File: config.mk
export PLATFORM = sky130hd
export DESIGN_NAME = uart_loader
export DESIGN_NICKNAME = d
export VERILOG_FILES = /design/src/rtl/uart_loader_pkg.sv /design/src/rtl/uart_rx.sv /design/src/rtl/uart_loader.sv
export SDC_FILE = /design/constraint.sdc
export NUM_CORES = 1
export LEC_CHECK = 0
export ABC_AREA = 1
export CAP_MARGIN = 30
export CORE_ASPECT_RATIO = 0.7
export CORE_MARGIN = 2
export CORE_UTILIZATION = 55
export DETAILED_ROUTE_END_ITERATION = 16
export PLACE_DENSITY = 0.77
export RECOVER_POWER = 100
export SLEW_MARGIN = 20
export SYNTH_ARGS = -nofsm -noshare
export SYNTH_HDL_FRONTEND = slang
export SYNTH_SLANG_ARGS = --single-unit
File: constraint.sdc
create_clock -name clk -period 1.5 [get_ports clk]
set_input_delay 0.15 -clock clk [delete_from_list [all_inputs] [get_ports clk]]
set_output_delay 0.15 -clock clk [all_outputs]
set_load 0.03 [all_outputs]
File: src/rtl/uart_loader_pkg.sv
`default_nettype none
// ============================================================================
//  Module      : loader_pkg
//  Description : Shared types and constants for the UART program loader.
//                Holds the loader frame-parser state enum, the UART receiver
//                state enum, the frame sync byte and the address width.
//  Revision    : 1.0  initial release
// ============================================================================
package loader_pkg;

    localparam logic [7:0] SYNC_BYTE = 8'hA5;
    localparam int         ADDR_W    = 16;

    typedef enum logic [2:0] {
        ST_IDLE   = 3'd0,
        ST_ADDR_H = 3'd1,
        ST_ADDR_L = 3'd2,
        ST_LEN_H  = 3'd3,
        ST_LEN_L  = 3'd4,
        ST_DATA   = 3'd5,
        ST_CSUM   = 3'd6
    } loader_state_t;

    typedef enum logic [1:0] {
        RX_IDLE  = 2'd0,
        RX_START = 2'd1,
        RX_DATA  = 2'd2,
        RX_STOP  = 2'd3
    } rx_state_t;

endpackage : loader_pkg
`default_nettype wire

File: src/rtl/uart_rx.sv
`default_nettype none
// ============================================================================
//  Module      : uart_rx
//  Description : 8N1 UART receiver operating on an already-synchronised line.
//                A falling edge while idle starts a frame; the start bit is
//                re-checked half a bit later and dropped if high (glitch).
//                Data bits are sampled LSB first at mid-bit, then the stop bit.
//  Ports       : clk, rst_n      - clock, async active-low reset
//                rx_sync         - synchronised receive line (idle high)
//                byte_valid      - 1-cycle strobe, rx_byte holds the byte
//                rx_byte[7:0]    - received byte
//                frame_err       - 1-cycle strobe instead of byte_valid when
//                                  the stop bit is sampled low
//  Revision    : 1.0  initial release
// ============================================================================
module uart_rx
    import loader_pkg::*;
#(
    parameter int CLKS_PER_BIT = 434
) (
    input  logic       clk,
    input  logic       rst_n,
    input  logic       rx_sync,
    output logic       byte_valid,
    output logic [7:0] rx_byte,
    output logic       frame_err
);

    localparam int c_CNT_W = $clog2(CLKS_PER_BIT);
    localparam logic [c_CNT_W-1:0] c_FULL = c_CNT_W'(CLKS_PER_BIT - 1);
    localparam logic [c_CNT_W-1:0] c_HALF = c_CNT_W'(CLKS_PER_BIT / 2 - 1);

    rx_state_t          r_state;
    logic [c_CNT_W-1:0] r_cnt;
    logic [2:0]         r_bit_idx;
    logic [7:0]         r_shift;
    logic               r_rx_prev;

    always_ff @(posedge clk or negedge rst_n) begin
        if (!rst_n) begin
            r_state    <= RX_IDLE;
            r_cnt      <= '0;
            r_bit_idx  <= '0;
            r_shift    <= '0;
            r_rx_prev  <= 1'b1;
            byte_valid <= 1'b0;
            rx_byte    <= '0;
            frame_err  <= 1'b0;
        end else begin
            r_rx_prev  <= rx_sync;
            byte_valid <= 1'b0;
            frame_err  <= 1'b0;
            case (r_state)
                RX_IDLE: begin
                    r_cnt <= '0;
                    if (r_rx_prev && !rx_sync) begin
                        r_state <= RX_START;
                    end
                end
                RX_START: begin
                    if (r_cnt == c_HALF) begin
                        r_cnt     <= '0;
                        r_bit_idx <= '0;
                        // A start bit that has already returned high was a glitch.
                        r_state   <= rx_sync ? RX_IDLE : RX_DATA;
                    end else begin
                        r_cnt <= r_cnt + 1'b1;
                    end
                end
                RX_DATA: begin
                    if (r_cnt == c_FULL) begin
                        r_cnt     <= '0;
                        r_shift   <= {rx_sync, r_shift[7:1]};
                        r_bit_idx <= r_bit_idx + 1'b1;
                        if (r_bit_idx == 3'd7) begin
                            r_state <= RX_STOP;
                        end
                    end else begin
                        r_cnt <= r_cnt + 1'b1;
                    end
                end
                RX_STOP: begin
                    if (r_cnt == c_FULL) begin
                        r_cnt   <= '0;
                        r_state <= RX_IDLE;
                        if (rx_sync) begin
                            byte_valid <= 1'b1;
                            rx_byte    <= r_shift;
                        end else begin
                            frame_err  <= 1'b1;
                        end
                    end else begin
                        r_cnt <= r_cnt + 1'b1;
                    end
                end
                default: r_state <= RX_IDLE;
            endcase
        end
    end

endmodule : uart_rx
`default_nettype wire

File: src/rtl/uart_loader.sv
`default_nettype none
// ============================================================================
//  Module      : uart_loader
//  Description : Serial program loader. Receives a framed image over 8N1 UART
//                (A5, addr_hi, addr_lo, len_hi, len_lo, data..., checksum) and
//                writes it byte-by-byte into on-chip RAM while holding the CPU.
//  Ports       : clk, rst_n      - clock, async active-low reset
//                rx              - asynchronous UART line, idle high
//                address[15:0]   - memory write address
//                data_out[7:0]   - memory write data
//                wrt_en          - 1-cycle write strobe
//                chip_select     - asserted together with wrt_en
//                cpu_hold        - high while a frame is in progress
//                load_done       - 1-cycle pulse on good checksum
//                error           - sticky checksum/framing/timeout flag
//  Revision    : 1.0  initial release
// ============================================================================
module uart_loader
    import loader_pkg::*;
#(
    parameter int CLKS_PER_BIT   = 434,
    parameter int TIMEOUT_CYCLES = 2**20
) (
    input  logic              clk,
    input  logic              rst_n,
    input  logic              rx,
    output logic [ADDR_W-1:0] address,
    output logic [7:0]        data_out,
    output logic              wrt_en,
    output logic              chip_select,
    output logic              cpu_hold,
    output logic              load_done,
    output logic              error
);

    localparam int c_TIMER_W = $clog2(TIMEOUT_CYCLES + 1);
    localparam logic [c_TIMER_W-1:0] c_TIMEOUT = c_TIMER_W'(TIMEOUT_CYCLES);

    logic                 r_sync1;
    logic                 r_sync2;
    logic                 w_byte_valid;
    logic [7:0]           w_byte;
    logic                 w_frame_err;
    logic                 w_timeout;

    loader_state_t        r_state;
    logic [ADDR_W-1:0]    r_ptr;
    logic [15:0]          r_count;
    logic [7:0]           r_sum;
    logic [c_TIMER_W-1:0] r_timer;

    // Two-flop synchroniser; resets to the idle-high line level.
    always_ff @(posedge clk or negedge rst_n) begin
        if (!rst_n) begin
            r_sync1 <= 1'b1;
            r_sync2 <= 1'b1;
        end else begin
            r_sync1 <= rx;
            r_sync2 <= r_sync1;
        end
    end

    uart_rx #(
        .CLKS_PER_BIT (CLKS_PER_BIT)
    ) u_rx (
        .clk        (clk),
        .rst_n      (rst_n),
        .rx_sync    (r_sync2),
        .byte_valid (w_byte_valid),
        .rx_byte    (w_byte),
        .frame_err  (w_frame_err)
    );

    assign w_timeout = (r_timer >= c_TIMEOUT);

    always_ff @(posedge clk or negedge rst_n) begin
        if (!rst_n) begin
            r_state     <= ST_IDLE;
            r_ptr       <= '0;
            r_count     <= '0;
            r_sum       <= '0;
            r_timer     <= '0;
            address     <= '0;
            data_out    <= '0;
            wrt_en      <= 1'b0;
            chip_select <= 1'b0;
            cpu_hold    <= 1'b0;
            load_done   <= 1'b0;
            error       <= 1'b0;
        end else begin
            wrt_en      <= 1'b0;
            chip_select <= 1'b0;
            load_done   <= 1'b0;

            // Inter-byte idle timer only runs inside a frame.
            if (r_state == ST_IDLE || w_byte_valid) begin
                r_timer <= '0;
            end else begin
                r_timer <= r_timer + 1'b1;
            end

            if (r_state == ST_IDLE) begin
                // Framing errors while idle are line noise, not load errors.
                if (w_byte_valid && w_byte == SYNC_BYTE) begin
                    r_state  <= ST_ADDR_H;
                    error    <= 1'b0;
                    cpu_hold <= 1'b1;
                    r_sum    <= '0;
                end
            end else if (w_frame_err || w_timeout) begin
                r_state  <= ST_IDLE;
                error    <= 1'b1;
                cpu_hold <= 1'b0;
            end else if (w_byte_valid) begin
                case (r_state)
                    ST_ADDR_H: begin
                        r_ptr[15:8] <= w_byte;
                        r_state     <= ST_ADDR_L;
                    end
                    ST_ADDR_L: begin
                        r_ptr[7:0] <= w_byte;
                        r_state    <= ST_LEN_H;
                    end
                    ST_LEN_H: begin
                        r_count[15:8] <= w_byte;
                        r_state       <= ST_LEN_L;
                    end
                    ST_LEN_L: begin
                        r_count[7:0] <= w_byte;
                        r_state      <= ({r_count[15:8], w_byte} != 16'd0) ? ST_DATA : ST_CSUM;
                    end
                    ST_DATA: begin
                        address     <= r_ptr;
                        data_out    <= w_byte;
                        wrt_en      <= 1'b1;
                        chip_select <= 1'b1;
                        r_ptr       <= r_ptr + 1'b1;
                        r_sum       <= r_sum + w_byte;
                        r_count     <= r_count - 16'd1;
                        if (r_count == 16'd1) begin
                            r_state <= ST_CSUM;
                        end
                    end
                    ST_CSUM: begin
                        if (w_byte == r_sum) begin
                            load_done <= 1'b1;
                        end else begin
                            error <= 1'b1;
                        end
                        cpu_hold <= 1'b0;
                        r_state  <= ST_IDLE;
                    end
                    default: r_state <= ST_IDLE;
                endcase
            end
        end
    end

endmodule : uart_loader
`default_nettype wire

**Word level (Yosys, flattened, before mapping)**

Index checks and enable logic that the tools add are counted.

- $add $sub $neg: 6
- Order comparisons: 1
- Reduce and logical (&&, ||, !) cells: 31
- Equal/unequal tests: 24
- Multiplexer cells: 56
- Bitwise gates (word level): 2

Operators by type and width:

| operator | count |
|---|---|
| case mux 8 bit (2 select lines) | 4 |
| two-way mux 8 bit | 5 |
| AND reduction 4 bit | 7 |
| case mux 9 bit (3 select lines) | 1 |
| two-way mux 1 bit | 26 |
| adder 21 x 1 -> 21 bit, second input constant | 1 |
| greater-or-equal comparator 21 bit, second input constant | 1 |
| two-way mux 21 bit | 1 |
| two-way mux 3 bit | 7 |
| two-way mux 9 bit | 2 |
| adder 16 x 1 -> 16 bit, second input constant | 1 |
| equality test 16 x 1 -> 1 bit, second input constant | 1 |
| nonzero test 16 bit | 1 |
| subtractor 16 x 1 -> 16 bit, second input constant | 1 |
| case mux 3 bit (5 select lines) | 1 |
| two-way mux 2 bit | 7 |
| nonzero test 2 bit | 7 |
| equality test 3 bit, second input constant | 4 |
| != test 2 x 1 -> 1 bit, second input constant | 6 |
| AND reduction 3 bit | 4 |
| adder 9 x 1 -> 9 bit, second input constant | 1 |
| equality test 9 x 8 -> 1 bit, second input constant | 1 |
| equality test 9 bit, second input constant | 1 |
| adder 8 bit | 1 |
| 22 further kinds | 28 |

- Output and inout bits: 29
- Register bits: 127

**Longest topological paths before layout**

- Depth after elaboration: 6
- Mapped depth: 11

**Cells and area by module**

From an unflattened synthesis, not the netlist that was laid out.

- Cell total of the unflattened synthesis: 922
- Area total of the unflattened synthesis: 7101.8 µm²

By module, submodules not included:

| module | cells an instance | instances | area an instance (µm²) |
|---|---|---|---|
| uart_loader | 744 | 1 | 5471.5 |
| uart_rx | 178 | 1 | 1630.3 |

**Least setup slack after synthesis**

Ideal clock, no wire load.

- Path kind: flip-flop to flip-flop
- Start point: register u_rx.rx_byte[0]
- End point: register r_sum[6]
- Cell stages (with the launch flop): 8
- Path slack: 24 ps
- Arrival time: 1356 ps
- Library setup time: 121 ps
- Required time: 1379 ps
- Path through: dfrtp_1 ha_1 inv_1 fa_1 inv_1 nand4_1 a31oi_1 o21ai_1

- Cells in the longest elaborated chain, start to end: 5

RTL lines:

| item | line | text |
|---|---|---|
| start: declaration | uart_rx.sv:25 | `output logic [7:0] rx_byte,` |
| start signal: assignment | uart_rx.sv:88 | `rx_byte <= r_shift;` |
| adder 8 bit | uart_loader.sv:138 | `r_sum <= r_sum + w_byte;` |
| two-way mux 8 bit | uart_loader.sv:115 | `case (r_state)` |
| two-way mux 8 bit | uart_loader.sv:114 | `end else if (w_byte_valid) begin` |
| two-way mux 8 bit | uart_loader.sv:110 | `end else if (w_frame_err \|\| w_timeout) begin` |
| two-way mux 8 bit | uart_loader.sv:102 | `if (r_state == ST_IDLE) begin` |
| end signal: assignment | uart_loader.sv:138 |  |
| end: declaration | uart_loader.sv:49 | `logic [7:0] r_sum;` |

Several ways; a longest one is shown, not always the timed one. The select of a mux whose other input is x is not followed.
A chain may end at the register's enable or synchronous reset.

**Worst setup path after layout**

- Start point: register r_state[0]
- End point: register r_count[10]

- Cells in the longest elaborated chain, start to end: 3

RTL lines:

| item | line | text |
|---|---|---|
| start: declaration | uart_loader.sv:46 | `loader_state_t r_state;` |
| start signal: assignment | uart_loader.sv:130 | `r_state <= ({r_count[15:8], w_byte} != 16'd0) ? ST_DATA : ST_CSUM;` |
| equality test 3 bit, or another cell as far along | uart_loader.sv:115 |  |
| nonzero test 2 bit (no source line) / NOT 1 bit (equally long branches) | -- |  |
| AND reduction 4 bit (no source line) | -- |  |
| end signal: assignment | uart_loader.sv:125 | `r_count[15:8] <= w_byte;` |
| end signal: assignment | uart_loader.sv:139 | `r_count <= r_count - 16'd1;` |
| end: declaration | uart_loader.sv:48 | `logic [15:0] r_count;` |

Several ways; a longest one is shown, not always the timed one.

==> flow_metrics.tcl <==
set metrics [dict create \
    initial_core_util 0.557 \
    dp.cells 1158 \
    ys_async_sr_fraction 1.00 \
    netlist_area_um2 6830 \
    cts_tree "done" \
    antenna_found_initial 0 \
    cp_num_buf_inv 3 \
    core_um2 12300 \
    postSynthAreaPerCell_um2 7.59 \
    nFillCells 764 \
    max_freq_ghz 0.609 \
    cts-root-buf "clkbuf_16" \
    pwr_density_cell_nw_per_um2 903 \
    drt_iter0_markers 780 \
    rows 34 \
    worstSkewPairLatency_ns 0.42 \
    endpoint_kind "register" \
    switching_share 0.279 \
    grt_pass1_wl_mm 30.2 \
    fin_ws_ns -0.142 \
    crit_family "simple AND/OR/NAND/NOR gates" \
    power.share.combinational 0.122 \
    die_w_um 137 \
    seq_area_frac_synth 0.466 \
    final_area_um2 9530 \
    pin_count 32 \
    finClkSkew_ns 0.00794 \
    fp.dieH_um 97.2 \
    post_dp_cell_area_um2 7920 \
    p_switching_mw 2.40 \
    dr.pass1.iters 5 \
    reg2reg_from "r_state[0]" \
    p_int_mw 6.20 \
    cts.clk_slew.worst_paths_ns 0.06 \
    vias_per_cell 5.70 \
    num_vias 6942 \
    ir_drop_mv 1.20 \
    drive_gt1_frac 0.311 \
    relSlewSlack 0.611 \
    ys_top_cells_by_area "dfrtp_1 45%, nand2_1 14%, nor2_1 7.0%, inv_1 5.6%, o21ai_0 5.2%" \
    slew_viol_final 0 \
    cts_max_path_buffers 2 \
    grt_pass1_vias 6255 \
    route.detailed.drc 0 \
    grt_max_degree 40 \
    required_ns 1.80 \
    worst-setup-path-type "reg -> reg" \
    arrival_ns 1.94 \
    worst_path_most_repeated_cell "nand2_8" \
    ys.flop_type "dfrtp_1" \
    fin_cells 1218 \
    hp-class "in -> async" \
    diodes 0 \
    period_share 1.09 \
    nets 1067 \
    cts_max_level 4 \
    fin_crit_ns 1.64 \
    cts_buffers 17 \
    place_congestion 0.935 \
    outcome "complete, but fails checks" \
    synth_edf_count 0 \
    p_leak_nw 4.66 \
    syn_inst 899 \
    synth_top_area_share 0.455 \
    grt_overflow_total 0 \
    tightest_slew_ns 0.584 \
    power_frac_clock 0.463 \
    rsz0062_at_grt "true" \
    synth_seq_cells 127 \
    failed_checks "setup timing" \
    seqPwrFrac 0.414 \
    setup_viol 78 \
    hpwl_mm 11.7 \
    worst-r2r-cell-count 10 \
    r2r_end "r_count[10]" \
    portBuffers 31 \
    clkSinkCount 127 \
    path_max_fanout 8 \
    ant_nets 0 \
    synth.distinct_cells 40 \
    path_cells "inv_2 > nor2_2 > nand2_8 > buf_4 > nand2_4 > nand2_8 > nor2_4 > nand2_1 > o21ai_1 > inv_1" \
    slowest_delay_ns 0.37 \
    drt-total-wl_mm 21.3 \
    cap_viol_max_count 0 \
    yosys.area.top_type "dfrtp_1" \
    crit_slowest_cell "dfrtp_1" \
    hold_violations 0 \
    syn-num-nets 923 \
    grt_use_total 0.288 \
    startpoint_type "register" \
    wire_per_inst_um 17.5 \
    die_area_um2 13300 \
    ff2ff_setup_slack_ns -0.14 \
    synth_warnings 0 \
    syn2layout_area_growth_pct 39.6 \
]
## final cells by class
type	count	area, µm²	area share
Timing Repair inverter	1	7.51	0.000788
Sequential cell	127	3190	0.335
Tap cell	162	203	0.0213
Clock inverter	14	136	0.0143
Multi-Input combinational cell	644	3850	0.404
Clock buffer	18	429	0.0451
Timing Repair Buffer	141	1260	0.132
Inverter	111	450	0.0473
## worst max path at each step
stage / from / endpoint / cells after the start
after detailed placement: u_rx.r_cnt[1] / u_rx.r_state[0] / 11
after floorplan: u_rx.rx_byte[0] / r_sum[6] / 7
after global placement: r_state[2] / r_ptr[5] / 9
after CTS: u_rx.r_cnt[1] / u_rx.r_state[0] / 12
final: r_state[0] / r_count[10] / 10
after global routing: r_state[0] / r_count[10] / 9
## per-layer routing
| layer | part of all wire | vias to the layer above | global-route usage |
|---|---|---|---|
| met5 | 0 | - | 0 |
| met4 | 0.029 | 0 | 0.101 |
| met3 | 0.073 | 63 | 0.0600 |
| met2 | 0.49 | 394 | 0.429 |
| met1 | 0.41 | 3307 | 0.417 |
| li1 | - | 3178 | - |
## power by group through the flow
stage | Sequential (mW) | Clock, mW | Combinational (mW)
2_1_floorplan | 3.60 | 0 | 0.363
3_3_place_gp | 3.61 | 0 | 0.623
3_5_place_dp | 3.61 | 0 | 0.642
4_1_cts | 3.56 | 3.97 | 0.981
5_1_grt | 3.57 | 4.19 | 1.13
6_report | 3.57 | 3.99 | 1.05
## metrics by stage
stage          utilization  hold slack [ns]  setup TNS [ns]  setup slack, ns  total power, mW
6_report             0.777            0.265           -4.98           -0.142             8.60
5_1_grt              0.777            0.301          -13.77           -0.264             8.89
4_1_cts              0.715            0.163           -1.20           -0.114             8.51
3_5_place_dp         0.646           0.0862           -1.85           -0.104             4.25
3_3_place_gp         0.646           0.0811          -0.247          -0.0329             4.23
2_1_floorplan            -           -0.146               0           0.0236             3.97
## synthesized netlist by cell type, drive strengths merged, types with 2 or more instances
master,n
dfrtp,124
inv,111
o21ai,99
or2,2
xor2,8
buf,15
nand2,258
nand3,41
clkbuf,2
a31oi,5
nor3,17
a21oi,33
dfstp,3
a22oi,4
ha,20
nor2,132
o21a,2
xnor2,4
nand4,11
o21bai,2
## cells by family after synthesis
group / share of synthesized area
AND/OR/NAND/NOR: 0.281
buffers and inverters: 0.0801
adder cells (fa/ha/maj): 0.0396
AO/OA/AOI/OAI: 0.117
flip-flops: 0.466
XOR/XNOR: 0.0154
## timing repair
item,in CTS,in global routing
setup buffers,7,18
hold buffers,1,0
cloned,2,1
endpoints found under the hold margin,120,0
resized for setup,101,209
setup endpoints to repair,80,102
pin swaps,13,42
## sequential cells by signal, summed over array words and instances (netlist names), 3 cells and up, named ones only
name / count
data_out: 8
u_rx.r_cnt: 9
u_rx.r_bit_idx: 3
r_sum: 8
u_rx.rx_byte: 8
u_rx.r_shift: 8
r_timer: 21
address: 16
r_ptr: 16
r_state: 3
r_count: 16
## cell usage in the layout (no fill, tap or decap), types with 3 or more instances in the layout
master and n:
a21oi_2 11, nor2_4 15, dfrtp_2 7, inv_1 91
nand2_4 11, nand2_1 215, nor3_4 3, clkinvlp_4 8
ha_4 10, buf_6 19, a22oi_2 4, xor2_1 8
nor2_2 31, inv_2 13, clkinv_4 3, a31oi_1 5
nand3_2 7, nand4_1 11, clkbuf_4 3, o21ai_0 34
dfrtp_1 117, nor2_1 85, ha_1 8, nand2_8 5
buf_12 6, nand3_1 33, buf_4 80, dlygate4sd2_1 29
o21ai_1 48, o21ai_2 16, a21oi_1 21, inv_6 6
nor3_2 6, nor3_1 8, clkbuf_16 18, nand2_2 27
xnor2_1 4
## worst reg2reg max path, delay by kind of cell (launching register included)
kind | cells | cell delay (ns)
AOI/OAI and AO/OA | 1 | 0.11
buffers and inverters | 3 | 0.30
DFF | 1 | 0.37
and+or+nand+nor | 6 | 0.75
(Power assumes the default switching activity.)
